**config.mk**
```make
export PLATFORM = sky130hd
export DESIGN_NAME = aig_bench_bist
export DESIGN_NICKNAME = d
export VERILOG_FILES = /design/src/rtl/aig_bist_pkg.sv /design/src/rtl/aig_bist_misr.sv /design/src/rtl/aig_bench_bist.sv
export SDC_FILE = /design/constraint.sdc
export NUM_CORES = 1
export LEC_CHECK = 0
export ABC_AREA = 1
export CORE_MARGIN = 4
export CORE_UTILIZATION = 43
export DETAILED_ROUTE_END_ITERATION = 12
export GPL_ROUTABILITY_DRIVEN = 0
export PLACE_DENSITY_LB_ADDON = 0.25
export SYNTH_ARGS = -nofsm -noshare
export SYNTH_HDL_FRONTEND = slang
export SYNTH_SLANG_ARGS = --single-unit
```
**constraint.sdc**
```tcl
create_clock -name clk -period 1.5 [get_ports clk]
set_input_delay 0.3 -clock clk [delete_from_list [all_inputs] [get_ports clk]]
set_output_delay 0.3 -clock clk [all_outputs]
set_load 0.05 [all_outputs]
```
**src/rtl/aig_bist_pkg.sv**
```systemverilog
// Shared types, tap constants and step functions for the AIG benchmark BIST.
package aig_bist_pkg;

  typedef enum logic [1:0] {
    ST_IDLE  = 2'd0,
    ST_RUN   = 2'd1,
    ST_DRAIN = 2'd2,
    ST_DONE  = 2'd3
  } bist_state_t;

  // Feedback masks: bit positions are (tap - 1).
  // LFSR30 taps 30,6,4,1 -> bits 29,5,3,0.
  localparam logic [29:0] LFSR30_TAPS = 30'h2000_0029;
  // MISR26 taps 26,6,2,1 -> bits 25,5,1,0.
  localparam logic [25:0] MISR26_TAPS = 26'h200_0023;

  // Fibonacci LFSR step: shift left, XOR of tapped bits enters at bit 0.
  function automatic logic [29:0] lfsr30_next(input logic [29:0] s);
    return {s[28:0], ^(s & LFSR30_TAPS)};
  endfunction

  // MISR step: same shift/feedback form, then fold in the response word.
  function automatic logic [25:0] misr26_next(input logic [25:0] m,
                                              input logic [25:0] d);
    return {m[24:0], ^(m & MISR26_TAPS)} ^ d;
  endfunction

endpackage

```
**src/rtl/aig_bist_misr.sv**
```systemverilog
// Width-generic multiple-input signature register with synchronous load.
module aig_bist_misr
  import aig_bist_pkg::*;
#(
  parameter int unsigned   W    = 26,
  parameter logic [W-1:0]  TAPS = W'(MISR26_TAPS)
) (
  input  logic         i_clk,
  input  logic         i_rst_n,
  input  logic         i_load,
  input  logic         i_en,
  input  logic [W-1:0] i_seed,
  input  logic [W-1:0] i_data,
  output logic [W-1:0] o_sig
);

  logic [W-1:0] r_sig;
  logic         w_fb;

  assign w_fb  = ^(r_sig & TAPS);
  assign o_sig = r_sig;

  // Signature register: load has priority over compaction.
  always_ff @(posedge i_clk or negedge i_rst_n) begin
    if (!i_rst_n) begin
      r_sig <= '0;
    end else if (i_load) begin
      r_sig <= i_seed;
    end else if (i_en) begin
      r_sig <= {r_sig[W-2:0], w_fb} ^ i_data;
    end
  end

endmodule

```
**src/rtl/aig_bench_bist.sv**
```systemverilog
// LFSR-driven, MISR-compacted self-test harness for one AIG benchmark netlist.
module aig_bench_bist
  import aig_bist_pkg::*;
#(
  parameter int unsigned       IN_W      = 30,
  parameter int unsigned       OUT_W     = 26,
  parameter int unsigned       CNT_W     = 16,
  parameter int unsigned       DUT_LAT   = 0,
  parameter logic [IN_W-1:0]   LFSR_SEED = IN_W'(1),
  parameter logic [OUT_W-1:0]  MISR_SEED = '0
) (
  input  logic             clk,
  input  logic             rst_n,
  input  logic             start,
  input  logic             abort,
  input  logic [CNT_W-1:0] num_patterns,
  input  logic [OUT_W-1:0] golden,
  output logic [IN_W-1:0]  x_out,
  input  logic [OUT_W-1:0] f_in,
  output logic             busy,
  output logic             done,
  output logic             pass,
  output logic [OUT_W-1:0] signature
);

  bist_state_t      r_state;
  bist_state_t      w_state_nxt;
  logic [IN_W-1:0]  r_lfsr;
  logic [CNT_W-1:0] r_cnt;
  logic             r_pass;
  logic             w_start_acc;
  logic             w_abort_act;
  logic             w_issue;
  logic             w_load_lfsr;
  logic             w_cap_valid;
  logic             w_drained;
  logic [OUT_W-1:0] w_sig;

  assign w_start_acc = (r_state == ST_IDLE) && start;
  assign w_abort_act = abort && ((r_state == ST_RUN) || (r_state == ST_DRAIN));
  // An aborting RUN cycle issues nothing, so x_out and the signature freeze.
  assign w_issue     = (r_state == ST_RUN) && !abort;
  // A zero-length run leaves x_out untouched.
  assign w_load_lfsr = w_start_acc && (num_patterns != '0);

  // Capture-valid: the issue flag itself, or the issue flag delayed DUT_LAT cycles.
  if (DUT_LAT == 0) begin : g_nolat
    assign w_cap_valid = w_issue;
    assign w_drained   = 1'b1;
  end else begin : g_lat
    logic [DUT_LAT-1:0] r_vpipe;
    logic [DUT_LAT-1:0] w_vpipe_nxt;

    assign w_vpipe_nxt = (r_vpipe << 1) | DUT_LAT'(w_issue);
    assign w_cap_valid = r_vpipe[DUT_LAT-1] && !w_abort_act;
    // Drain ends on the edge that consumes the last in-flight pattern.
    assign w_drained   = (w_vpipe_nxt == '0);

    // Valid pipeline: cleared on a new run or an abort, else shifts each cycle.
    always_ff @(posedge clk or negedge rst_n) begin
      if (!rst_n) begin
        r_vpipe <= '0;
      end else if (w_start_acc || w_abort_act) begin
        r_vpipe <= '0;
      end else begin
        r_vpipe <= w_vpipe_nxt;
      end
    end
  end

  // FSM state register.
  always_ff @(posedge clk or negedge rst_n) begin
    if (!rst_n) begin
      r_state <= ST_IDLE;
    end else begin
      r_state <= w_state_nxt;
    end
  end

  // FSM next-state logic.
  always_comb begin
    w_state_nxt = r_state;
    unique case (r_state)
      ST_IDLE: begin
        if (start) begin
          w_state_nxt = (num_patterns == '0) ? ST_DONE : ST_RUN;
        end
      end
      ST_RUN: begin
        if (abort) begin
          w_state_nxt = ST_IDLE;
        end else if (r_cnt == CNT_W'(1)) begin
          w_state_nxt = (DUT_LAT > 0) ? ST_DRAIN : ST_DONE;
        end
      end
      ST_DRAIN: begin
        if (abort) begin
          w_state_nxt = ST_IDLE;
        end else if (w_drained) begin
          w_state_nxt = ST_DONE;
        end
      end
      ST_DONE: begin
        w_state_nxt = ST_IDLE;
      end
      default: begin
        w_state_nxt = ST_IDLE;
      end
    endcase
  end

  // Pattern generator: seeded on start, advances once per issued pattern.
  always_ff @(posedge clk or negedge rst_n) begin
    if (!rst_n) begin
      r_lfsr <= '0;
    end else if (w_load_lfsr) begin
      r_lfsr <= LFSR_SEED;
    end else if (w_issue) begin
      r_lfsr <= lfsr30_next(r_lfsr);
    end
  end

  // Remaining-pattern counter.
  always_ff @(posedge clk or negedge rst_n) begin
    if (!rst_n) begin
      r_cnt <= '0;
    end else if (w_start_acc) begin
      r_cnt <= num_patterns;
    end else if (w_issue) begin
      r_cnt <= r_cnt - CNT_W'(1);
    end
  end

  // Verdict: cleared on start or abort, latched from the DONE-cycle compare.
  always_ff @(posedge clk or negedge rst_n) begin
    if (!rst_n) begin
      r_pass <= 1'b0;
    end else if (w_start_acc || w_abort_act) begin
      r_pass <= 1'b0;
    end else if (r_state == ST_DONE) begin
      r_pass <= (w_sig == golden);
    end
  end

  aig_bist_misr #(
    .W    (OUT_W),
    .TAPS (OUT_W'(MISR26_TAPS))
  ) u_misr (
    .i_clk   (clk),
    .i_rst_n (rst_n),
    .i_load  (w_start_acc),
    .i_en    (w_cap_valid),
    .i_seed  (MISR_SEED),
    .i_data  (f_in),
    .o_sig   (w_sig)
  );

  assign x_out     = r_lfsr;
  assign busy      = (r_state != ST_IDLE);
  assign done      = (r_state == ST_DONE);
  assign pass      = r_pass;
  assign signature = w_sig;

endmodule

```
==> results of run 1 <==
==> power by group <==
group | internal [mW] | switching [mW]
clock | 0.967 | 0.746
sequential | 2.65 | 0.884
combinational | 3.86 | 4.56
total | 7.48 | 6.19
==> critical path, stage by stage, from the launching register on <==
cell and delay (ns):
dfrtp_1 0.39, buf_6 0.13, buf_6 0.11, ha_4 0.16, buf_12 0.14
==> sequential cells by signal, indices dropped and copies added (netlist names) <==
| name | cells |
|---|---|
| u_misr.o_sig | 26 |
| r_state | 2 |
| pass | 1 |
| x_out | 30 |
| r_cnt | 16 |
==> kinds of logic (layout without fill, tap and decap cells) <==
kind of cell    Yosys count  count (layout)  share of synthesized area [%]
compound gates           50              50                           7.51
xor+xnor                 36              36                           7.25
fa+ha+maj                 6               6                           1.73
buf+inv                 105             277                           10.6
flops                    75              75                           43.1
simple gates            301             301                           29.8
==> cells in the final DEF (no fill, tap or decap), types with 10 or more instances in the layout <==
master / instances
clkbuf_8: 10
nand3_1: 75
clkdlybuf4s50_1: 70
buf_4: 33
nor2_1: 36
o22ai_1: 13
o22ai_2: 13
nand2_1: 162
buf_12: 65
inv_1: 73
xnor2_1: 30
dfrtp_1: 68
==> through the flow <==
step / hold WS [ns] / utilization, % / cell area, sq um
floorplan: 0.00441 / - / 4350
global placement: 0.354 / 67.3 / 6610
detailed placement: 0.352 / 67.3 / 6610
CTS: 0.531 / 70.2 / 6900
global route: 0.528 / 73.3 / 7200
finish: 0.491 / 73.3 / 7200
==> cell type report <==
cell class	instances	share of cell area, %
Timing Repair Buffer	177	33.2
Inverter	85	4.74
Multi-Input combinational cell	393	30.6
Clock buffer	10	1.91
Sequential cell	75	26.2
Clock inverter	5	1.08
Tap cell	133	2.31
==> synth_stat cells <==
| cell type | n |
|---|---|
| a32oi_1 | 1 |
| o22ai_2 | 1 |
| nand3_1 | 76 |
| nor3_1 | 1 |
| buf_1 | 3 |
| buf_2 | 6 |
| o221ai_1 | 3 |
| nand4_1 | 4 |
| clkbuf_1 | 1 |
| buf_8 | 2 |
| dfrtp_1 | 75 |
| o22ai_1 | 25 |
| nor2_1 | 42 |
| xor2_1 | 6 |
| nor3_2 | 1 |
| inv_2 | 7 |
| xnor2_1 | 30 |
| nor2_4 | 1 |
| o211ai_1 | 8 |
| inv_4 | 1 |
| ha_1 | 6 |
| nor2_8 | 1 |
| inv_1 | 77 |
| buf_4 | 7 |
| o21ai_0 | 10 |
| a21oi_1 | 1 |
| nor2_2 | 4 |
| buf_6 | 1 |
| nand2_4 | 2 |
| nand2_2 | 2 |
| nand2_1 | 167 |
| a22oi_1 | 1 |
==> per-layer routing <==
layer	vias up	part of all wire (%)
met5	-	0
met4	0	3.4
met3	40	8.6
li1	2145	-
met1	2067	39
met2	203	49
==> final timing paths <==
kind / to / slack, ns / cells after the start
min in group clk: r_cnt[9] / 0.57 / 3
worst min register to register: r_cnt[6] / 0.59 / 2
worst max-delay path: done / -0.08 / 4
worst min-delay path: r_cnt[7] / 0.49 / 3
max in group asynchronous: u_misr.o_sig[23] / 0.64 / 3
worst max register to register: r_cnt[6] / -0.07 / 8
==> repair_timing <==
item                                   CTS  global route
hold buffers                             1             0
setup endpoints to repair               35            75
endpoints found under the hold margin   75             0
gates resized for setup                 12            60
buffers inserted                         0             7
pin swaps                                4             8
cloned                                   1             1
==> qor.yml, run 1 <==
sta:
  fin_ws_ns: -0.0802
  finClkSkew_ns: 0.00697
  slew_violations: 0
  tightest_slew_ns: 0.423
  finalHoldViolations: 0
  tns_ns: -0.630
  finalCritPeriodShare_pct: 105
  slew_headroom_pct: 71.8
  fmax_mhz: 633
  period_minus_slack_ns: 1.58
  setup_violations: 30
  rsz0062_at_grt: "yes"
floorplanning:
  die_h_um: 109
  die_area_sq_mm: 0.0118
  core_region_area_sq_mm: 0.00982
  start_util_pct: 44.3
  num_io_pins: 131
  fp-row-count: 36
  die_x_um: 109
critical_path:
  critPathMaxFanout: 3
  rr_startpoint: "r_state[1]"
  endpoint_kind: "output pin"
  critPathKind: "flop to output pin"
  crit_start: "r_state[0]"
  start_kind: "flop"
  cp.required_ns: 1.20
  arrival_ns: 1.28
pwr:
  total_power_mw: 13.7
  p_leak_nw: 3.45
  peakVddDrop_mv: 1.25
  p_per_area_mw_per_mm2: 1900
clock_network:
  numCtsBuffers: 9
  clk_pin_slew_ns: 0.08
  cts_root_buf: "clkbuf_8"
  clkLatencyLatePin_ns: 0.35
  clock_path_buffers: 2
  cts_tree: "yes"
  htreeDepth: 3
  clock_sinks: 75
layout:
  seq_area_sq_mm: 0.00189
  n_antenna_cell: 0
  final_net_count: 819
  layoutNonFillerInstCount: 878
  multi_input_area_sq_mm: 0.00220
  fillers: 738
  drive_gt1_share_pct: 24.4
  area_growth_pct: 65.5
logic_synthesis:
  synthesis.nets: 651
  netlist.area_leader.share_pct: 43.1
  ys_ff_latch: 75
  synthTopCellsByArea: "dfrtp_1, nand2_1, nand3_1, inv_1, xnor2_1"
  netlist_instances: 573
  synth_top_cell_by_area: "dfrtp_1"
  yosysSeqAreaShare_pct: 43.1
  ys.warnings.count: 0
  ys_types: 32
  netlist_area_sq_mm: 0.00435
  avgSynthCellArea_sq_um: 7.59
placed_design:
  dp_slack_ns: -0.284
  portBuffers: 130
  place_hpwl_um: 9520
  placed_cells_incl_taps: 853
global_routing:
  grt_overflow: 0
  use_met1_pct: 27.2
  grtUsageTotal_pct: 22.3
  grtUsageMet3_pct: 6.57
  grt_pass1_wl_um: 20800
  grt_pass1_vias: 4495
  grt.met2_usage_pct: 36.5
  busiest_layer: "met2"
  grt_max_degree: 76
  antenna_found_initial: 0
routing:
  ant_nets: 0
  avgRoutedWirePerCell_um: 15.1
  drtPass1Iterations: 5
  routed_wl_um: 13300
  drc_errors: 0
  via_count: 4455
  via_per_inst: 5.07
  drt_iter0_markers: 195
hold_path:
  min_path_type: "input port to async pin"
run:
  cap_violations: 0
status:
  violations: "setup timing"
  outcome: "complete, but fails checks"
(Power assumes the default switching activity.)
==> inputs of run 2 (changes only) <==
- CORE_UTILIZATION: 43 -> 44
- CTS_BUF_LIST: not set -> sky130_fd_sc_hd__clkbuf_8
- PLACE_DENSITY: not set -> 0.79
- PLACE_DENSITY_LB_ADDON: 0.25 -> not set
==> qor.yml, run 2 (synthesis results as in run 1) <==
routing:
  via_per_inst: 5.43  # was 5.07
  routed_wl_um: 16000  # was 13300 um
  via_count: 4834  # was 4455
  drc_errors: 0  # unchanged
  avgRoutedWirePerCell_um: 18.0  # was 15.1 um
  drt_iter0_markers: 312  # was 195
  drtPass1Iterations: 5  # unchanged
  ant_nets: 0  # unchanged
floorplanning:
  die_x_um: 107  # was 109 um
  die_area_sq_mm: 0.0115  # was 0.0118 sq mm
  core_region_area_sq_mm: 0.00968  # was 0.00982 sq mm
  die_h_um: 107  # was 109 um
  fp-row-count: 36  # unchanged
  num_io_pins: 131  # unchanged
  start_util_pct: 44.9  # was 44.3%
layout:
  final_net_count: 831  # was 819
  fillers: 559  # was 738
  drive_gt1_share_pct: 29.1  # was 24.4%
  layout_commonest_cell: "nand2_1"  # unchanged
  layoutNonFillerInstCount: 890  # was 878
  largest_reg_flops: 30  # unchanged
  final_cell_mix: "nand2_1, inv_1, clkdlybuf4s50_1, dfrtp_1, buf_12"  # was nand2_1, nand3_1, inv_1, clkdlybuf4s50_1, dfrtp_1
  seq_area_sq_mm: 0.00188  # was 0.00189 sq mm
  area_growth_pct: 72.8  # was 65.5%
  n_antenna_cell: 0  # unchanged
  final_core_util_pct: 77.6  # was 73.3%
  multi_input_area_sq_mm: 0.00238  # was 0.00220 sq mm
sta:
  slew_headroom_pct: 74.0  # was 71.8%
  tightest_slew_ns: 0.389  # was 0.423 ns
  fin_hold_ws_ns: 0.391  # was 0.491 ns
  slew_violations: 0  # unchanged
  fmax_mhz: 629  # was 633 MHz
  finClkSkew_ns: 0.0112  # was 0.00697 ns
  fin_ws_ns: -0.0898  # was -0.0802 ns
  finalHoldViolations: 0  # unchanged
  setup_violations: 6  # was 30
  rsz0062_at_grt: "yes"  # unchanged
  finalCritPeriodShare_pct: 106  # was 105%
  period_minus_slack_ns: 1.59  # was 1.58 ns
pwr:
  peakVddDrop_mv: 1.40  # was 1.25 mV
  p_switching_mw: 6.67  # was 6.19 mW
  swShare_pct: 46.5  # was 45.3%
  seq_power_share_pct: 25.0  # was 25.8%
  clkPwrFrac_pct: 12.3  # was 12.5%
  p_leak_nw: 3.54  # was 3.45 nW
  p_int_mw: 7.66  # was 7.48 mW
  p_per_area_mw_per_mm2: 1910  # was 1900 mW/mm^2
  comb_power_share_pct: 62.6  # was 61.6%
critical_path:
  r2r_slack_ns: -0.09  # was -0.07 ns
  critPathSlowestCell: "dfrtp_1"  # unchanged
  crit_top_cell: "nand3_1"  # was buf_6
  rr_startpoint: "r_cnt[2]"  # was r_state[1]
  arrival_ns: 1.84  # was 1.28 ns
  rr_worst_depth: 7  # was 8
  endpoint_kind: "flop"  # was output pin
  worstPathCellList: "nor2_2, nand2_4, buf_4, nor2_1, nand3_1, nand3_1, o221ai_2"  # was buf_6, buf_6, ha_4, buf_12
  timing.rr.end: "r_cnt[6]"  # unchanged
  critPathKind: "flop to flop"  # was flop to output pin
  start_kind: "flop"  # unchanged
  critPathMaxFanout: 4  # was 3
  critPathMaxStageDelay_ns: 0.44  # was 0.39 ns
  cp.required_ns: 1.75  # was 1.20 ns
global_routing:
  grtUsageTotal_pct: 23.9  # was 22.3%
  grt_pass1_vias: 4610  # was 4495
  grt_pass1_wl_um: 21700  # was 20800 um
  antenna_found_initial: 0  # unchanged
  grt_max_degree: 35  # was 76
  grt_overflow: 0  # unchanged
clock_network:
  cts_tree: "yes"  # unchanged
  clock_path_buffers: 2  # unchanged
  clkLatencyLatePin_ns: 0.37  # was 0.35 ns
  htreeDepth: 3  # unchanged
  numCtsBuffers: 9  # unchanged
  cts_root_buf: "clkbuf_8"  # unchanged
  clock_sinks: 75  # unchanged
  clk_pin_slew_ns: 0.09  # was 0.08 ns
run:
  cap_violations: 0  # unchanged
status:
  violations: "setup timing"  # unchanged
  outcome: "complete, but fails checks"  # unchanged
placed_design:
  place_hpwl_um: 10200  # was 9520 um
  placed_cells_incl_taps: 853  # unchanged
  portBuffers: 130  # unchanged
  dp_slack_ns: -0.348  # was -0.284 ns
hold_path:
  min_path_type: "input port to async pin"  # unchanged
==> run 2: layer usage <==
layer | vias up | routed length (um) | track usage, %
met4 | 0 | 592 | 12.4
met3 | 55 | 1460 | 6.84
met1 | 2308 | 5820 | 27.4
met5 | - | 0 | 0
li1 | 2182 | - | -
met2 | 289 | 8110 | 40.6
==> run 2: how the worst max path moves through the flow <==
stage          slack (ns)  cells past startpoint       startpoint       end
6_report            -0.09                      7         r_cnt[2]  r_cnt[6]
3_3_place_gp        -0.28                      6            start  r_cnt[1]
2_1_floorplan        0.07                     10  u_misr.o_sig[0]      pass
4_1_cts             -0.02                      3       r_state[0]      done
3_5_place_dp        -0.35                      6            start  r_cnt[3]
5_1_grt             -0.14                      7         r_cnt[2]  r_cnt[6]
==> run 2: per-stage QoR <==
stage	cell area (sq um)	setup TNS [ns]	power [mW]
floorplan	4350	0	7.56
global placement	6600	-12.83	10.6
detailed placement	6600	-16.89	10.9
CTS	6940	-0.0288	13.0
global route	7520	-2.61	15.0
finish	7520	-0.207	14.3
==> run 2: cell type report <==
| cell class | instances | share of cell area [%] |
|---|---|---|
| sequential | 75 | 25.1 |
| timing repair buffer | 188 | 33.6 |
| clock buffer | 9 | 1.65 |
| tap | 133 | 2.21 |
| multi-input combinational | 394 | 31.6 |
| clock inverter | 6 | 1.21 |
| inverter | 85 | 4.61 |
==> run 2: timing repair <==
action                                  in CTS  in global routing
buffers inserted                             2                 11
cloned                                       1                  8
resized for setup                           24                 86
hold buffers                                 1                  0
pin swaps                                    3                 27
endpoints found under the hold margin       26                  0
endpoints found under the setup margin      67                 57
==> run 2: power groups by stage <==
stage	Clock [mW]	Sequential, mW	Combinational [mW]
2_1_floorplan	0	4.50	3.07
3_3_place_gp	0	3.48	7.12
3_5_place_dp	0	3.51	7.35
4_1_cts	1.76	3.51	7.72
5_1_grt	1.87	3.67	9.44
6_report	1.77	3.59	8.98
==> run 2: worst max-delay path: cells and delay by family, from the launching register on <==
family,cells,cell delay [ns]
AND/OR/NAND/NOR,5,0.76
flip-flops,1,0.44
AO/OA/AOI/OAI,1,0.10
buffers and inverters,1,0.16
==> inputs of run 3 (changes only) <==
- MAX_ROUTING_LAYER: not set -> met4
==> qor.yml, run 3 (synthesis results as in run 1) <==
pwr:
  seq_power_share_pct: 25.1  # was 25.0%
  comb_power_share_pct: 62.5  # was 62.6%
  p_switching_mw: 6.65  # was 6.67 mW
  total_power_mw: 14.3  # about the same
  p_per_area_mw_per_mm2: 1910  # about the same
  p_leak_nw: 3.52  # was 3.54 nW
  peakVddDrop_mv: 1.38  # was 1.40 mV
  p_int_mw: 7.65  # was 7.66 mW
  swShare_pct: 46.5  # about the same
  clkPwrFrac_pct: 12.4  # was 12.3%
floorplanning:
  die_h_um: 107  # unchanged
  die_x_um: 107  # unchanged
  start_util_pct: 44.9  # unchanged
  core_region_area_sq_mm: 0.00968  # unchanged
  num_io_pins: 131  # unchanged
  fp-row-count: 36  # unchanged
  die_area_sq_mm: 0.0115  # unchanged
critical_path:
  endpoint_kind: "flop"  # unchanged
  critPathMaxFanout: 5  # was 4
  cp.required_ns: 1.81  # was 1.75 ns
  critPathKind: "flop to flop"  # unchanged
  arrival_ns: 1.87  # was 1.84 ns
  start_kind: "flop"  # unchanged
layout:
  largest_reg_flops: 30  # unchanged
  final_cell_mix: "nand2_1, inv_1, clkdlybuf4s50_1, dfrtp_1, buf_12"  # unchanged
  drive_gt1_share_pct: 28.2  # was 29.1%
  layout_commonest_cell: "nand2_1"  # unchanged
  area_growth_pct: 71.8  # was 72.8%
  seq_area_sq_mm: 0.00188  # unchanged
  fillers: 554  # was 559
  n_antenna_cell: 0  # unchanged
  layoutNonFillerInstCount: 889  # was 890
  final_net_count: 830  # was 831
  multi_input_area_sq_mm: 0.00234  # was 0.00238 sq mm
sta:
  finalCritPeriodShare_pct: 104  # was 106%
  finalHoldViolations: 0  # unchanged
  fmax_mhz: 638  # was 629 MHz
  period_minus_slack_ns: 1.57  # was 1.59 ns
  tightest_slew_ns: 0.389  # about the same
  finClkSkew_ns: 0.0130  # was 0.0112 ns
  fin_ws_ns: -0.0671  # was -0.0898 ns
  rsz0062_at_grt: "yes"  # unchanged
  setup_violations: 7  # was 6
  slew_violations: 0  # unchanged
  tns_ns: -0.211  # was -0.207 ns
  slew_headroom_pct: 74.1  # was 74.0%
clock_network:
  clkLatencyLatePin_ns: 0.37  # about the same
  clock_sinks: 75  # unchanged
  clk_pin_slew_ns: 0.09  # about the same
  cts_root_buf: "clkbuf_8"  # unchanged
  htreeDepth: 3  # unchanged
  clock_path_buffers: 2  # unchanged
  numCtsBuffers: 9  # unchanged
  cts_tree: "yes"  # unchanged
routing:
  avgRoutedWirePerCell_um: 18.0  # about the same
  routed_wl_um: 16000  # about the same
  drtPass1Iterations: 7  # was 5
  via_count: 4871  # was 4834
  drt_iter0_markers: 312  # unchanged
  drc_errors: 0  # unchanged
  ant_nets: 0  # unchanged
  via_per_inst: 5.48  # was 5.43
global_routing:
  grt_pass1_vias: 4617  # was 4610
  grt_max_degree: 35  # unchanged
  antenna_found_initial: 0  # unchanged
  grt_pass1_wl_um: 21600  # was 21700 um
  grt_overflow: 0  # unchanged
  grtUsageTotal_pct: 24.6  # was 23.9%
placed_design:
  place_hpwl_um: 10200  # unchanged
  placed_cells_incl_taps: 853  # unchanged
  portBuffers: 130  # unchanged
status:
  violations: "setup timing"  # unchanged
  outcome: "complete, but fails checks"  # unchanged
hold_path:
  min_path_type: "input port to async pin"  # unchanged
run:
  cap_violations: 0  # unchanged
-- run 3: cell count changes in the layout (fill, tap and decap cells not counted), sizes merged --
| cell | previous run | this run |
|---|---|---|
| buf | 113 | 112 |
-- run 3: worst paths after layout --
kind	endpoint	depth (start not counted)	slack (ns)	start
setup / recovery	r_cnt[15]	9	-0.07	r_cnt[4]
setup reg to reg	r_cnt[15]	9	-0.07	r_cnt[4]
hold reg to reg	x_out[16]	2	0.59	x_out[16]
hold / removal	x_out[28]	2	0.40	rst_n
max in group asynchronous	x_out[17]	3	0.49	rst_n
min in group clk	r_cnt[8]	3	0.55	num_patterns[8]
-- run 3: metal layers --
layer | wire [um] | GRT usage, % | vias up
li1 | - | - | 2171
met1 | 5980 | 28.4 | 2325
met2 | 8080 | 40.5 | 311
met3 | 1300 | 6.06 | 64
met4 | 601 | 11.4 | 0
met5 | 0 | - | -
-- run 3: power by group through the flow --
stage	combinational (mW)	clock, mW	sequential [mW]
after floorplan	3.07	0	4.50
after detailed placement	7.35	0	3.51
after CTS	7.72	1.76	3.51
after global placement	7.12	0	3.48
after global routing	9.41	1.88	3.67
final	8.95	1.77	3.59
-- run 3: what timing repair did --
action / 4_1_cts / 5_1_grt
pin swaps: 3 / 27
resized for setup: 24 / 79
setup endpoints to repair: 67 / 56
setup buffers: 2 / 10
gates cloned: 1 / 8
endpoints found under the hold margin: 26 / 0
hold buffers: 1 / 0
-- run 3: worst max-delay path: stages (launching register included) --
cell,delay [ns]
dfrtp_1,0.45
nor2_1,0.20
nand2_2,0.13
inv_1,0.09
nand2_1,0.09
nor2_2,0.12
nand2_1,0.08
xor2_1,0.19
nand2_1,0.09
nand2_1,0.07
-- run 3: area by class of cell --
type                    count  area share [%]
clock buffers               9            1.66
clock inverters             6            1.22
inverters                  85            4.64
multi-input cells         394            31.3
flip-flops and latches     75            25.2
well taps                 133            2.23
repair buffers            187            33.7
-- run 3: through the flow --
stage               utilization, %  setup slack [ns]  hold WS [ns]  area (sq um)
floorplan                        -            0.0694       0.00441          4350
finish                        77.2           -0.0671         0.399          7470
global placement              68.1            -0.277         0.245          6600
detailed placement            68.1            -0.348         0.247          6600
global route                  77.2            -0.127         0.417          7470
CTS                           71.7           -0.0217         0.426          6940
